File: src/rtl/cosine_sequencer_pkg.sv
// Shared definitions for the cosine/distance sequencer and its datapath.
// Holds the state bus encodings (which the datapath decodes) and the
// Q5.11 fixed-point constants used for distance values.
package cosine_sequencer_pkg;

  typedef enum logic [2:0] {
    StandBy           = 3'd0,
    Alert             = 3'd1,
    StartCalculation  = 3'd2,
    AccumulateTerms   = 3'd3,
    CalculateDistance = 3'd4,
    Capture           = 3'd5
  } seqState_t;

  localparam int          DEFAULT_WIDTH = 16;
  localparam int          FRAC_BITS     = 11;
  localparam logic [15:0] ONE           = 16'h0800;

endpackage

File: src/rtl/cosine_sequencer_cycle.sv
// cycle_counter: parameterised up-counter with synchronous clear, count
// enable and a terminal-count compare.
// Ports:
//   clk, rst_n   clock and synchronous active-low reset
//   clear        forces count to 0 (wins over enable)
//   enable       increments count
//   terminal     compare value
//   count        current count
//   atTerminal   count == terminal
module cycle_counter
  import cosine_sequencer_pkg::*;
#(
  parameter int CNT_WIDTH = 4
) (
  input  logic                 clk,
  input  logic                 rst_n,
  input  logic                 clear,
  input  logic                 enable,
  input  logic [CNT_WIDTH-1:0] terminal,
  output logic [CNT_WIDTH-1:0] count,
  output logic                 atTerminal
);

  always_ff @(posedge clk) begin
    if (!rst_n)      count <= '0;
    else if (clear)  count <= '0;
    else if (enable) count <= count + 1'b1;
  end

  assign atTerminal = (count == terminal);

endmodule

File: src/rtl/cosine_sequencer.sv
// cosine_sequencer: control FSM driving the cosine/distance datapath state
// bus. Qualifies a trigger, steps the datapath through start, term
// accumulation and distance calculation, then captures the Q5.11 distance
// and offers it on a valid/ready handshake.
//
// state             | meaning
// StandBy (0)       | idle; waits for trigger while no result is pending
// Alert (1)         | trigger qualification, ALERT_CYCLES consecutive highs
// StartCalculation  | one-cycle datapath start
// AccumulateTerms   | NUM_TERMS cycles, term_idx = 1..NUM_TERMS
// CalculateDistance | one-cycle distance calculation
// Capture (5)       | waits for dp_done, aborts after DONE_TIMEOUT cycles
//
// Ports:
//   clk, rst_n         clock and synchronous active-low reset
//   trigger            raw request from sensor logic
//   dp_done            datapath done flag
//   dp_distance        datapath distance (Q5.11)
//   state              state bus to datapath
//   term_idx           current term, 0 outside AccumulateTerms
//   busy               state != StandBy
//   result             captured distance
//   result_valid       result available
//   result_ready       downstream accepts result
//   timeout_err        sticky done-timeout flag
module cosine_sequencer
  import cosine_sequencer_pkg::*;
#(
  parameter int NUM_TERMS    = 6,
  parameter int ALERT_CYCLES = 4,
  parameter int DONE_TIMEOUT = 8,
  parameter int WIDTH        = DEFAULT_WIDTH
) (
  input  logic             clk,
  input  logic             rst_n,
  input  logic             trigger,
  input  logic             dp_done,
  input  logic [WIDTH-1:0] dp_distance,
  output logic [2:0]       state,
  output logic [3:0]       term_idx,
  output logic             busy,
  output logic [WIDTH-1:0] result,
  output logic             result_valid,
  input  logic             result_ready,
  output logic             timeout_err
);

  localparam logic [3:0] ALERT_LAST   = 4'(ALERT_CYCLES - 1);
  localparam logic [3:0] TERM_LAST    = 4'(NUM_TERMS);
  localparam logic [7:0] TIMEOUT_LAST = 8'(DONE_TIMEOUT - 1);

  seqState_t        curState, nextState;
  logic [WIDTH-1:0] resultNext;
  logic             validNext, errNext;

  logic       alertClear, alertEn, alertLast;
  logic       termClear, termEn, termLast;
  logic       toClear, toEn, toLast;
  logic [3:0] alertCount;
  logic [7:0] timeoutCount;
  logic       unusedCounts;

  cycle_counter #(.CNT_WIDTH(4)) u_alertCnt (
    .clk(clk), .rst_n(rst_n), .clear(alertClear), .enable(alertEn),
    .terminal(ALERT_LAST), .count(alertCount), .atTerminal(alertLast)
  );

  // The term counter doubles as term_idx: it is held at 0 everywhere except
  // StartCalculation (which pre-increments to 1) and AccumulateTerms.
  cycle_counter #(.CNT_WIDTH(4)) u_termCnt (
    .clk(clk), .rst_n(rst_n), .clear(termClear), .enable(termEn),
    .terminal(TERM_LAST), .count(term_idx), .atTerminal(termLast)
  );

  cycle_counter #(.CNT_WIDTH(8)) u_timeoutCnt (
    .clk(clk), .rst_n(rst_n), .clear(toClear), .enable(toEn),
    .terminal(TIMEOUT_LAST), .count(timeoutCount), .atTerminal(toLast)
  );

  // Only the terminal compares of the alert and timeout counters matter.
  assign unusedCounts = ^{alertCount, timeoutCount};

  always_ff @(posedge clk) begin
    if (!rst_n) begin
      curState     <= StandBy;
      result       <= '0;
      result_valid <= 1'b0;
      timeout_err  <= 1'b0;
    end else begin
      curState     <= nextState;
      result       <= resultNext;
      result_valid <= validNext;
      timeout_err  <= errNext;
    end
  end

  always_comb begin
    nextState  = curState;
    resultNext = result;
    validNext  = result_valid;
    errNext    = timeout_err;

    alertClear = (curState != Alert);
    alertEn    = (curState == Alert) && trigger;
    termEn     = (curState == StartCalculation) || (curState == AccumulateTerms);
    termClear  = !termEn || ((curState == AccumulateTerms) && termLast);
    toClear    = (curState != Capture);
    toEn       = (curState == Capture) && !dp_done;

    if (result_valid && result_ready) validNext = 1'b0;

    case (curState)
      StandBy:           if (trigger && !result_valid) nextState = Alert;
      Alert: begin
        if (!trigger)       nextState = StandBy;
        else if (alertLast) nextState = StartCalculation;
      end
      StartCalculation:  nextState = AccumulateTerms;
      AccumulateTerms:   if (termLast) nextState = CalculateDistance;
      CalculateDistance: nextState = Capture;
      Capture: begin
        if (dp_done) begin
          resultNext = dp_distance;
          validNext  = 1'b1;
          nextState  = StandBy;
        end else if (toLast) begin
          errNext   = 1'b1;
          nextState = StandBy;
        end
      end
      default:           nextState = StandBy;
    endcase
  end

  assign state = curState;
  assign busy  = (curState != StandBy);

endmodule
File: config.mk
export PLATFORM = sky130hd
export DESIGN_NAME = cosine_sequencer
export DESIGN_NICKNAME = d
export VERILOG_FILES = /design/src/rtl/cosine_sequencer_pkg.sv /design/src/rtl/cosine_sequencer_cycle.sv /design/src/rtl/cosine_sequencer.sv
export SDC_FILE = /design/constraint.sdc
export NUM_CORES = 1
export LEC_CHECK = 0
export CAP_MARGIN = 0
export CORE_MARGIN = 10
export CORE_UTILIZATION = 25
export CTS_CLUSTER_DIAMETER = 80
export DETAILED_ROUTE_END_ITERATION = 7
export PLACE_DENSITY_LB_ADDON = 0.1
export SLEW_MARGIN = 30
export SYNTH_ARGS = -nofsm -noshare
export SYNTH_HDL_FRONTEND = slang
export SYNTH_SLANG_ARGS = --single-unit
File: constraint.sdc
create_clock -name clk -period 4.7 [get_ports clk]
set_clock_uncertainty 0.2 [all_clocks]
set_input_delay 0.94 -clock clk [delete_from_list [all_inputs] [get_ports clk]]
set_output_delay 0.94 -clock clk [all_outputs]
set_load 0.01 [all_outputs]
# Word-level counts from Yosys, hierarchy flattened
# Index checks and enable logic that the tools add are counted.
dict set report word_totals {
  ff_bits 37
  latchBits 0
  ramBits 0
  rom_bits 0
  inputBits 21
  output_inout_bits 26
  elab_cells 54
  memories 0
}
dict set report op_classes {
  n_addsub 3
  mul 0
  div_mod_pow 0
  magnitude_cmp 0
  n_eq_ne 14
  shifts 0
  n_mux 10
  bitwise 2
  n_reduce_logical 18
}
# cell count
set ops {}
lappend ops {{3-bit 2-to-1 mux} 6}
lappend ops {{3-bit one-hot mux with 6 select lines} 1}
lappend ops {{3-bit inequality test, second input constant} 3}
lappend ops {{4-bit by 1-bit adder with 4-bit output, second input constant} 2}
lappend ops {{8-bit by 1-bit adder with 8-bit output, second input constant} 1}
lappend ops {{8-bit by 3-bit == test with 1-bit output, second input constant} 1}
lappend ops {{3-bit by 2-bit == test with 1-bit output, second input constant} 2}
lappend ops {{3-bit == test, second input constant} 2}
lappend ops {{2-bit OR reduction} 3}
lappend ops {{1-bit logical AND} 5}
lappend ops {{4-bit by 2-bit == test with 1-bit output, second input constant} 1}
lappend ops {{4-bit by 3-bit == test with 1-bit output, second input constant} 1}
lappend ops {{2-bit inequality test, second input constant} 2}
lappend ops {{4-bit AND reduction} 1}
lappend ops {{3-bit by 1-bit == test with 1-bit output, second input constant} 1}
lappend ops {{1-bit zero test} 3}
lappend ops {{3-bit zero test} 1}
lappend ops {{1-bit 2-to-1 mux} 3}
lappend ops {{3-bit by 1-bit inequality test with 1-bit output, second input constant} 1}
lappend ops {{3-bit AND reduction} 1}
lappend ops {{3-bit nonzero test} 1}
lappend ops {{1-bit logical OR} 2}
lappend ops {{1-bit NOT} 2}
lappend ops {{2-bit AND reduction} 1}

# Longest topological paths before layout
# Gate-level depths: netlist of the first run.
dict set report depth {
  word_depth 5
  ltp_mapped 7
  depth_no_buf 6
}

# By module
# A second synthesis of the first run with hierarchy kept.
dict set report hier_totals {
  cells_unflattened 205
  hier_area_um2 1795.5
}
# module instances cells_each area_per_inst_um2 seq_area_each_um2
set modules_own_cells {}
lappend modules_own_cells {cosine_sequencer 1 111 918.4 420.4}
lappend modules_own_cells {{cycle_counter (u_alertCnt ...)} 2 22 221.5 80.1}
lappend modules_own_cells {{cycle_counter (u_timeoutCnt)} 1 50 434.2 160.2}

# Worst setup path after synthesis of the first run
# No wires, ideal clock.
dict set report synth_path {
  kind {in2reg}
  start {input port dp_done}
  end {register curState[1] (netlist: state[1])}
  setup_ps 119
  arrival_time_ps 1807
  required_time_ps 4381
  path_slack_ps 2574
  stages 5
  n_path_buf 1
  cell_sequence {nor4bb_1 buf_4 a21boi_2 nor3_1 o221a_1}
}
dict set report synth_between {
  elab_chain_cells 2
  elab_cells_between_ends 4
  classes_between {1 x eq/ne; 2 x mux; 1 x reduce/logical}
}
# element line_no
set synth_rtl {}
lappend synth_rtl {{from (decl)} cosine_sequencer.sv:37} ;# input logic dp_done,
lappend synth_rtl {{3-bit 2-to-1 mux or 3-bit inequality test (tied branches)} n/a}
lappend synth_rtl {{3-bit one-hot mux with 6 select lines or 4-bit AND reduction (tied branches)} n/a}
lappend synth_rtl {{to (signal assigned)} cosine_sequencer.sv:85} ;# curState <= StandBy;
lappend synth_rtl {{to (signal assigned)} cosine_sequencer.sv:90} ;# curState <= nextState;
lappend synth_rtl {{to (decl)} cosine_sequencer.sv:52} ;# seqState_t curState, nextState;
# Parallel ways exist; a longest one is shown, timed or not.
# A chain may end at the register's enable or synchronous reset.

# Worst setup path in the final report of the first run
dict set report layout_path {
  start {register curState[0] (netlist: state[0])}
  end {output port busy}
}
dict set report layout_between {
  elab_chain_cells 1
}
# element line_no
set layout_rtl {}
lappend layout_rtl {{3-bit nonzero test} cosine_sequencer.sv:136} ;# assign busy = (curState != StandBy);
lappend layout_rtl {{to (decl)} cosine_sequencer.sv:41} ;# output logic busy,
# No other way between the ends.

==> reports/qor.json, run 1 <==
{
  "async_flop_share_pct": 0,
  "ant_nets": 0,
  "numPortBuffers": 46,
  "root_buffer": "sky130_fd_sc_hd__clkbuf_8",
  "critical_path_peak_fanout": 12,
  "drv_cap": 0,
  "critPathCaptureType": "primary output",
  "worstSetupStartpoint": "state[0]",
  "synth_seq_cells": 37,
  "place_hpwl_um": 2850,
  "cts_max_level": 2,
  "grt_overflow": 0,
  "arrival_time_at_the_worst_endpoint_ps": 1690,
  "timing.slew.headroom_pct": 46.8,
  "netlist_area_um2": 1590,
  "die-area_um2": 9950,
  "drt-vias-per-instance": 4.31,
  "timing.reg2reg.worst_path_depth": 5,
  "synthDominantAreaCellType": "sky130_fd_sc_hd__dfxtp_1",
  "hold_depth": 2,
  "tritoncts": "done",
  "synth_edf_count": 0,
  "leakage_dissipation_nw": 0.759,
  "clock_path_buffers": 2,
  "setup_tns_ps": 0,
  "num_rows": 28,
  "grtUsageTotal_pct": 8.10,
  "net_switching_power_w": 0.000167,
  "layout-drive-gt1-share_pct": 5.83,
  "core_box_area_um2": 6060,
  "die_h_um": 99.8,
  "maximum_number_of_pins_on_one_net_before_global_route_repair": 26,
  "place_congestion": 0.713,
  "synth.area.top_cells": "sky130_fd_sc_hd__dfxtp_1 (47%), sky130_fd_sc_hd__nand2_1 (9.2%), sky130_fd_sc_hd__a21boi_0 (7.6%), sky130_fd_sc_hd__xor2_1 (5.5%), sky130_fd_sc_hd__nor2_1 (4.2%)",
  "power.ir.vdd_worst_v": 0.000118,
  "worst_hold_path_startpoint": "result[5]",
  "critPathRequiredTime_ps": 3560,
  "run_status": "finished clean",
  "p_sw_share_pct": 25.2,
  "chipWidth_um": 99.8,
  "grt_first_pass_wirelength_um": 6420,
  "clk_latency_ps": 290,
  "vias": 1285,
  "drcViolationCount": 0,
  "post_drt_wl_per_cell_um": 13.1,
  "crit_type": "reg -> out",
  "fmax_mhz": 354,
  "p_int_w": 0.000497,
  "post_synthesis_net_count": 202,
  "final_hold_viol_count": 0,
  "clock_sink_count": 37,
  "cts-hold-fix-buffers": 0,
  "postSynthAreaPerCell_um2": 8.98,
  "p_comb_share_pct": 15.0,
  "layout-area-overhead-vs-synth_pct": 37.5,
  "power_frac_seq_pct": 51.0,
  "cellPowerDensity_nw_per_um2": 303,
  "first_global_vias": 1267,
  "finish.net_count": 248,
  "clk_pwr_share_pct": 34.0,
  "cts_setup_buffers": 0,
  "clk_pin_slew_ps": 70,
  "num-fill-cells": 652,
  "antenna_found_initial": 0,
  "detailedRoute.firstIterationViolations": 31,
  "yosysTopAreaCellShare_pct": 46.6,
  "postSynth.topFlopCell": "sky130_fd_sc_hd__dfxtp_1",
  "timing.final.max_slew_violations": 0,
  "first_pass_iters": 4,
  "synth-seq-area-share_pct": 46.6,
  "postRouteWirelength_um": 3920,
  "insertedDiodeCount": 0,
  "cts_buffer_count": 5,
  "min-delay-path-class": "reg -> reg",
  "timing.final.setup_violations": 0,
  "rr_startpoint": "u_timeoutCnt.count[0]",
  "starting_density_pct": 26.2,
  "pin_count": 47,
  "yosys_warnings": 0,
  "netlist_instances": 177,
  "rsz0062_at_grt": "no",
  "period_minus_slack_ps": 2830,
  "postCtsResizedCells": 0,
  "tightest_slew_ps": 795,
  "timing.critical_path.from_type": "flip-flop",
  "design_power_total_w": 0.000664,
  "synth.distinct_cells": 40,
  "finalCritPeriodShare_pct": 60.2
}
[flip-flops by register name, indices dropped and copies added, names as in the netlist]
signal	flops
result	16
result_valid	1
state	3
timeout_err	1
u_alertCnt.count	4
u_termCnt.count	4
u_timeoutCnt.count	8
[layout by cell type, fill, tap and decap left out, types with 2 or more instances in the layout]
cell,instances
sky130_fd_sc_hd__nor3_1,2
sky130_fd_sc_hd__mux2i_1,2
sky130_fd_sc_hd__xor2_1,10
sky130_fd_sc_hd__nand2_1,39
sky130_fd_sc_hd__nand4_1,6
sky130_fd_sc_hd__dfxtp_1,37
sky130_fd_sc_hd__nor2_1,18
sky130_fd_sc_hd__nand3_1,3
sky130_fd_sc_hd__xnor2_1,2
sky130_fd_sc_hd__ha_1,4
sky130_fd_sc_hd__a21oi_1,2
sky130_fd_sc_hd__clkbuf_8,6
sky130_fd_sc_hd__o21ai_0,2
sky130_fd_sc_hd__a21boi_0,16
sky130_fd_sc_hd__and3_1,2
sky130_fd_sc_hd__nor3b_1,2
sky130_fd_sc_hd__inv_1,2
sky130_fd_sc_hd__nor2b_1,2
sky130_fd_sc_hd__clkdlybuf4s50_1,46
[power groups by stage]
| stage | logic [W] | registers, W | clock network [W] |
|---|---|---|---|
| after floorplan | 0.0000620 | 0.000339 | 0 |
| after global placement | 0.000102 | 0.000346 | 0 |
| after detailed placement | 0.000101 | 0.000346 | 0 |
| after CTS | 0.000102 | 0.000339 | 0.000239 |
| after global routing | 0.000112 | 0.000340 | 0.000250 |
| final | 0.0000998 | 0.000339 | 0.000225 |
[path summary, 6_finish.rpt]
kind / end / slack, ps
worst max register to register: state[1] / 2730
worst min register to register: result[5] / 250
worst max-delay path: busy / 1870
worst min-delay path: result[5] / 250
[critical path, cell delays in order, from the launching register on]
cell                              delay (ps)
sky130_fd_sc_hd__dfxtp_1                 430
sky130_fd_sc_hd__or3_1                   470
sky130_fd_sc_hd__clkdlybuf4s50_1         500
[Yosys cell counts (2+ instances only)]
cell type,count
sky130_fd_sc_hd__nand2_1,39
sky130_fd_sc_hd__a21boi_0,16
sky130_fd_sc_hd__nand4_1,6
sky130_fd_sc_hd__o21ai_0,2
sky130_fd_sc_hd__nor3_1,2
sky130_fd_sc_hd__clkbuf_1,2
sky130_fd_sc_hd__buf_4,3
sky130_fd_sc_hd__xor2_1,10
sky130_fd_sc_hd__nor2_1,18
sky130_fd_sc_hd__dfxtp_1,37
sky130_fd_sc_hd__a21oi_1,2
sky130_fd_sc_hd__ha_1,4
sky130_fd_sc_hd__nor3b_1,2
sky130_fd_sc_hd__and3_1,2
sky130_fd_sc_hd__nor2b_1,2
sky130_fd_sc_hd__inv_1,2
sky130_fd_sc_hd__mux2i_1,2
sky130_fd_sc_hd__nand3_1,3
sky130_fd_sc_hd__xnor2_1,2
[cell families after synthesis]
logic type               share of synthesized area (%)
multiplexers                                      1.26
AO/OA/AOI/OAI                                     12.8
AND/OR/NAND/NOR                                   25.9
buffers and inverters                             3.70
XOR/XNOR                                          6.61
adder cells (fa/ha/maj)                           3.15
flip-flops                                        46.6
[layout make-up]
cell class / count / area [µm²] / area share (%)
clock buffer: 7 / 86.3 / 3.95
inverter: 2 / 7.51 / 0.343
tap: 75 / 93.8 / 4.29
multi-input combinational: 130 / 791 / 36.2
timing repair buffer: 47 / 468 / 21.4
sequential: 37 / 741 / 33.9
[per-layer routing]
metal | GRT usage [%] | vias up | wire (µm)
met5 | 0 | - | 0
met4 | 4.30 | 0 | 63
met3 | 3.39 | 6 | 270
met2 | 12.2 | 30 | 1740
met1 | 9.56 | 567 | 1840
li1 | - | 682 | -
[through the flow]
step	utilization, %	cells	area (µm²)	hold WS [ps]	setup WS (ps)
after global routing	36.1	298	2190	269	1790
after detailed placement	34.7	291	2100	245	1830
after floorplan	-	177	1590	279	2570
after global placement	34.7	291	2100	246	1840
after CTS	36.1	298	2190	255	1830
final	36.1	298	2190	252	1870
No activity file was read; power rests on OpenSTA's default activity.
==> inputs of run 2 (changes only) <==
clock period = 2.79 ns   (was 4.7 ns; I/O delays follow)
==> run 2 against run 1 <==
Combinational power grew 86%. Sequential cell count stayed put. Sequential share of layout area fell by 0.79 points. Cell count up 1.3%. Sequential power rose by 66%. Global-route usage rose by 0.26 points. Non-clock buffer count up 3. Core utilization up 0.87 points. Critical endpoint unchanged.
==> reports/qor.json, run 2 (synthesized netlist as in run 1, its figures left out) <==
{
  "p_sw_share_pct": 23.9,
  "dpl_cell_area_um2": 2120,
  "grtUsageTotal_pct": 8.37,
  "arrival_time_at_the_worst_endpoint_ps": 1670,
  "antenna_found_initial": 0,
  "post_drt_wl_per_cell_um": 13.6,
  "rr_startpoint": "u_timeoutCnt.count[0]",
  "cts-hold-fix-buffers": 0,
  "critical_path_buf_inv_count": 1,
  "place_congestion": 0.808,
  "clk_pin_slew_ps": 70,
  "stdcell_area_um2": 2240,
  "final_hold_viol_count": 0,
  "clk_pwr_share_pct": 39.3,
  "reg2reg_setup_slack_ps": 760,
  "tightest_slew_ps": 629,
  "power_frac_seq_pct": 45.7,
  "critical-path-slowest-cell": "sky130_fd_sc_hd__clkdlybuf4s50_1",
  "holdWs_ps": 264,
  "starting_density_pct": 26.2,
  "timing.slew.headroom_pct": 57.9,
  "crit_path_end": "busy",
  "worst_hold_path_startpoint": "result[10]",
  "clk_latency_ps": 280,
  "run_status": "finished clean",
  "critical_path.reg2reg.endpoint": "state[1]",
  "chipWidth_um": 99.8,
  "setup_tns_ps": 0,
  "layout-area-overhead-vs-synth_pct": 40.8,
  "cts_setup_buffers": 0,
  "grt_first_pass_wirelength_um": 6780,
  "finalCritPeriodShare_pct": 86.9,
  "cts_buffer_count": 5,
  "finish.net_count": 251,
  "num_rows": 28,
  "crit_type": "reg -> out",
  "critPathRequiredTime_ps": 2030,
  "drcViolationCount": 0,
  "critical_path_cell_count": 2,
  "clock_sink_count": 37,
  "pin_count": 47,
  "drv_cap": 0,
  "timing.final.max_slew_violations": 0,
  "core_box_area_um2": 6060,
  "layout-drive-gt1-share_pct": 7.49,
  "p_int_w": 0.000937,
  "leakage_dissipation_nw": 0.789,
  "timing.reg2reg.worst_path_depth": 5,
  "min-delay-path-class": "reg -> reg",
  "drt-vias-per-instance": 4.44,
  "ant_nets": 0,
  "cellPowerDensity_nw_per_um2": 550,
  "rsz0062_at_grt": "no",
  "maximum_number_of_pins_on_one_net_before_global_route_repair": 23,
  "insertedDiodeCount": 0,
  "layout_top_registers": "result (16), u_timeoutCnt.count (8)",
  "die-area_um2": 9950,
  "critical_path_peak_fanout": 11,
  "p_comb_share_pct": 15.1,
  "grt_overflow": 0,
  "final_common_cell": "sky130_fd_sc_hd__clkdlybuf4s50_1",
  "layout.cells.most_common_list": "sky130_fd_sc_hd__clkdlybuf4s50_1 (46), sky130_fd_sc_hd__nand2_1 (39), sky130_fd_sc_hd__dfxtp_1 (37)",
  "detailedRoute.firstIterationViolations": 45,
  "largest_register": "result",
  "first_pass_iters": 4,
  "critPathTopFamily": "buffers and inverters",
  "flip_flop_count_of_the_largest_register_after_layout": 16,
  "timing.final.setup_violations": 0,
  "die_h_um": 99.8,
  "postRouteWirelength_um": 4100,
  "hold_depth": 2,
  "first_global_vias": 1345,
  "power.ir.vdd_worst_v": 0.000295,
  "clock_path_buffers": 2,
  "worstSetupStartpoint": "state[1]",
  "fmax_mhz": 412,
  "num-fill-cells": 645,
  "postCtsResizedCells": 0,
  "period_minus_slack_ps": 2420,
  "net_switching_power_w": 0.000295,
  "cts_max_level": 2,
  "tritoncts": "done",
  "vias": 1340,
  "numPortBuffers": 46,
  "place_hpwl_um": 2970,
  "root_buffer": "sky130_fd_sc_hd__clkbuf_8",
  "path_cells": "or3_1 -> clkdlybuf4s50_1",
  "timing.critical_path.from_type": "flip-flop",
  "critPathCaptureType": "primary output",
  "max_stage_delay_ps": 510
}
==> run 2: changes by cell type in the layout (fill, tap and decap cells not counted), sizes merged <==
cell,change
buf,+3
bufinv,+1
==> run 2: cell type report <==
type                    count  area (µm²)  share of cell area (%)
repair buffers             50         490                    21.9
flip-flops and latches     37         741                    33.1
well taps                  75        93.8                    4.19
clock inverters             1        30.0                    1.34
multi-input cells         130         791                    35.3
clock buffers               7        86.3                    3.85
inverters                   2        7.51                   0.335
==> run 2: worst min-delay path by stage <==
stage,end
final,result[10]
after global routing,result[14]
after CTS,result[7]
after detailed placement,result[7]
after global placement,result[5]
after floorplan,result[5]
==> run 2: worst reg2reg max path: stages, from the launching register on <==
cell and delay (ps):
sky130_fd_sc_hd__dfxtp_1 370, sky130_fd_sc_hd__ha_1 250, sky130_fd_sc_hd__nor4b_1 450, sky130_fd_sc_hd__a21boi_2 140, sky130_fd_sc_hd__or2_1 250, sky130_fd_sc_hd__o221a_1 260
==> run 2: stage by stage <==
step | setup slack [ps] | utilization [%] | std cells | power [W]
after global placement | 484 | 35.0 | 294 | 0.000763
after floorplan | 1010 | - | 177 | 0.000675
final | 366 | 37.0 | 302 | 0.00123
after CTS | 330 | 37.0 | 302 | 0.00125
after detailed placement | 425 | 35.0 | 294 | 0.000764
after global routing | 266 | 37.0 | 302 | 0.00130
==> run 2: power groups by stage <==
stage | Combinational, W | Sequential [W] | Clock (W)
finish | 0.000186 | 0.000562 | 0.000484
global route | 0.000205 | 0.000566 | 0.000528
CTS | 0.000190 | 0.000563 | 0.000498
detailed placement | 0.000188 | 0.000576 | 0
global placement | 0.000188 | 0.000575 | 0
floorplan | 0.000104 | 0.000570 | 0
==> run 2: routing by layer <==
metal	part of all wire (%)	GRT usage (%)	up-vias
li1	-	-	690
met1	46	9.94	607
met2	45	13.1	39
met3	8.0	3.60	4
met4	0.93	2.98	0
met5	0	0	-
==> inputs of run 3 (changes only) <==
DONT_BUFFER_PORTS = 1   (was unset)
clock period = 2.92 ns   (was 2.79 ns; I/O delays follow)
==> run 3 against run 2 <==
Global-route usage shrank 0.54 points. Worst hold slack worse by 39 ps. Setup slack improved by 500 ps. Largest cell class unchanged.
==> reports/qor.json, run 3 (synthesized netlist as in run 1, its figures left out) <==
{
  "seq_area_um2": 741,
  "maximum_number_of_pins_on_one_net_before_global_route_repair": 26,
  "place_hpwl_um": 2910,
  "vias": 1183,
  "drcViolationCount": 0,
  "finalCritPeriodShare_pct": 70.5,
  "numPortBuffers": 0,
  "cts_max_level": 2,
  "fmax_mhz": 486,
  "path_cells": "or3_1",
  "multi_input_comb_area_um2": 791,
  "finish.net_count": 202,
  "clk_pin_slew_ps": 80,
  "starting_density_pct": 26.2,
  "die_h_um": 99.8,
  "leakage_dissipation_nw": 0.591,
  "place_congestion": 0.730,
  "layout-drive-gt1-share_pct": 8.43,
  "run_status": "finished clean",
  "post_drt_wl_per_cell_um": 15.2,
  "layout_top_registers": "result (16), u_timeoutCnt.count (8)",
  "grt_first_pass_wirelength_um": 6150,
  "clk_latency_ps": 290,
  "drv_cap": 0,
  "tritoncts": "done",
  "die-area_um2": 9950,
  "ant_nets": 0,
  "holdWs_ps": 225,
  "drt-vias-per-instance": 4.68,
  "detailedRoute.firstIterationViolations": 17,
  "critical_path_buf_inv_count": 0,
  "postRouteWirelength_um": 3850,
  "tightest_slew_ps": 578,
  "grtUsageTotal_pct": 7.82,
  "first_pass_iters": 4,
  "critical_path_peak_fanout": 12,
  "setup_tns_ps": 0,
  "power.ir.vdd_worst_v": 0.000224,
  "core_box_area_um2": 6060,
  "critPathCaptureType": "primary output",
  "clock_sink_count": 37,
  "layout.cells.most_common_list": "sky130_fd_sc_hd__nand2_1 (39), sky130_fd_sc_hd__dfxtp_1 (37), sky130_fd_sc_hd__nor2_1 (18)",
  "critical-path-slowest-cell": "sky130_fd_sc_hd__or3_1",
  "cts_setup_buffers": 0,
  "arrival_time_at_the_worst_endpoint_ps": 1270,
  "num-fill-cells": 647,
  "timing.critical_path.from_type": "flip-flop",
  "max_stage_delay_ps": 530,
  "timing.final.setup_violations": 0,
  "final_common_cell": "sky130_fd_sc_hd__nand2_1",
  "critPathTopFamily": "simple AND/OR/NAND/NOR gates",
  "rsz0062_at_grt": "no",
  "largest_register": "result",
  "flip_flop_count_of_the_largest_register_after_layout": 16,
  "root_buffer": "sky130_fd_sc_hd__clkbuf_8",
  "timing.slew.headroom_pct": 61.4,
  "cts_buffer_count": 5,
  "final_hold_viol_count": 0,
  "clock_path_buffers": 2,
  "cts-hold-fix-buffers": 0,
  "postCtsResizedCells": 0,
  "grt_overflow": 0,
  "min-delay-path-class": "in -> reg",
  "layout-area-overhead-vs-synth_pct": 8.58,
  "pin_count": 47,
  "timing.final.max_slew_violations": 0,
  "chipWidth_um": 99.8,
  "first_global_vias": 1196,
  "insertedDiodeCount": 0,
  "period_minus_slack_ps": 2060,
  "crit_type": "reg -> out",
  "antenna_found_initial": 0,
  "cellPowerDensity_nw_per_um2": 578,
  "num_rows": 28,
  "critPathRequiredTime_ps": 2140
}
-- run 3: cell type report --
cell class	instances	area share, %
multi-input cells	130	45.8
clock inverters	3	1.01
inverters	2	0.435
flip-flops and latches	37	42.9
clock buffers	5	3.99
repair buffers	1	0.435
well taps	75	5.43
-- run 3: final timing paths --
check                 start          to  slack, ps  cells after the start
max reg2reg        state[0]  result[11]        960                      4
min reg2reg      result[10]  result[10]        320                      2
min          dp_distance[8]   result[8]        220                      2
max                state[0]        busy        860                      1
-- run 3: metal layers --
layer | GRT usage, % | wire (µm) | vias up
met3 | 4.43 | 390 | 5
met5 | 0 | 0 | -
met4 | 2.98 | 51 | 0
met1 | 7.32 | 1440 | 554
li1 | - | - | 593
met2 | 13.8 | 1960 | 31
-- run 3: power by group --
group	switching (W)	leakage, nW	internal, W
sequential	0.0000354	0.299	0.000518
clock	0.000192	0.0439	0.000165
combinational	0.0000434	0.249	0.0000443
-- run 3: through the flow --
stage               setup WS, ps  utilization (%)  power [W]  cell area [µm²]  std cells
CTS                          828             28.5    0.00102             1730        253
detailed placement           892             27.1   0.000657             1640        245
global route                 699             28.5    0.00105             1730        253
floorplan                   1140                -   0.000645             1590        177
global placement            1020             27.1   0.000653             1640        245
finish                       863             28.5   0.000998             1730        253
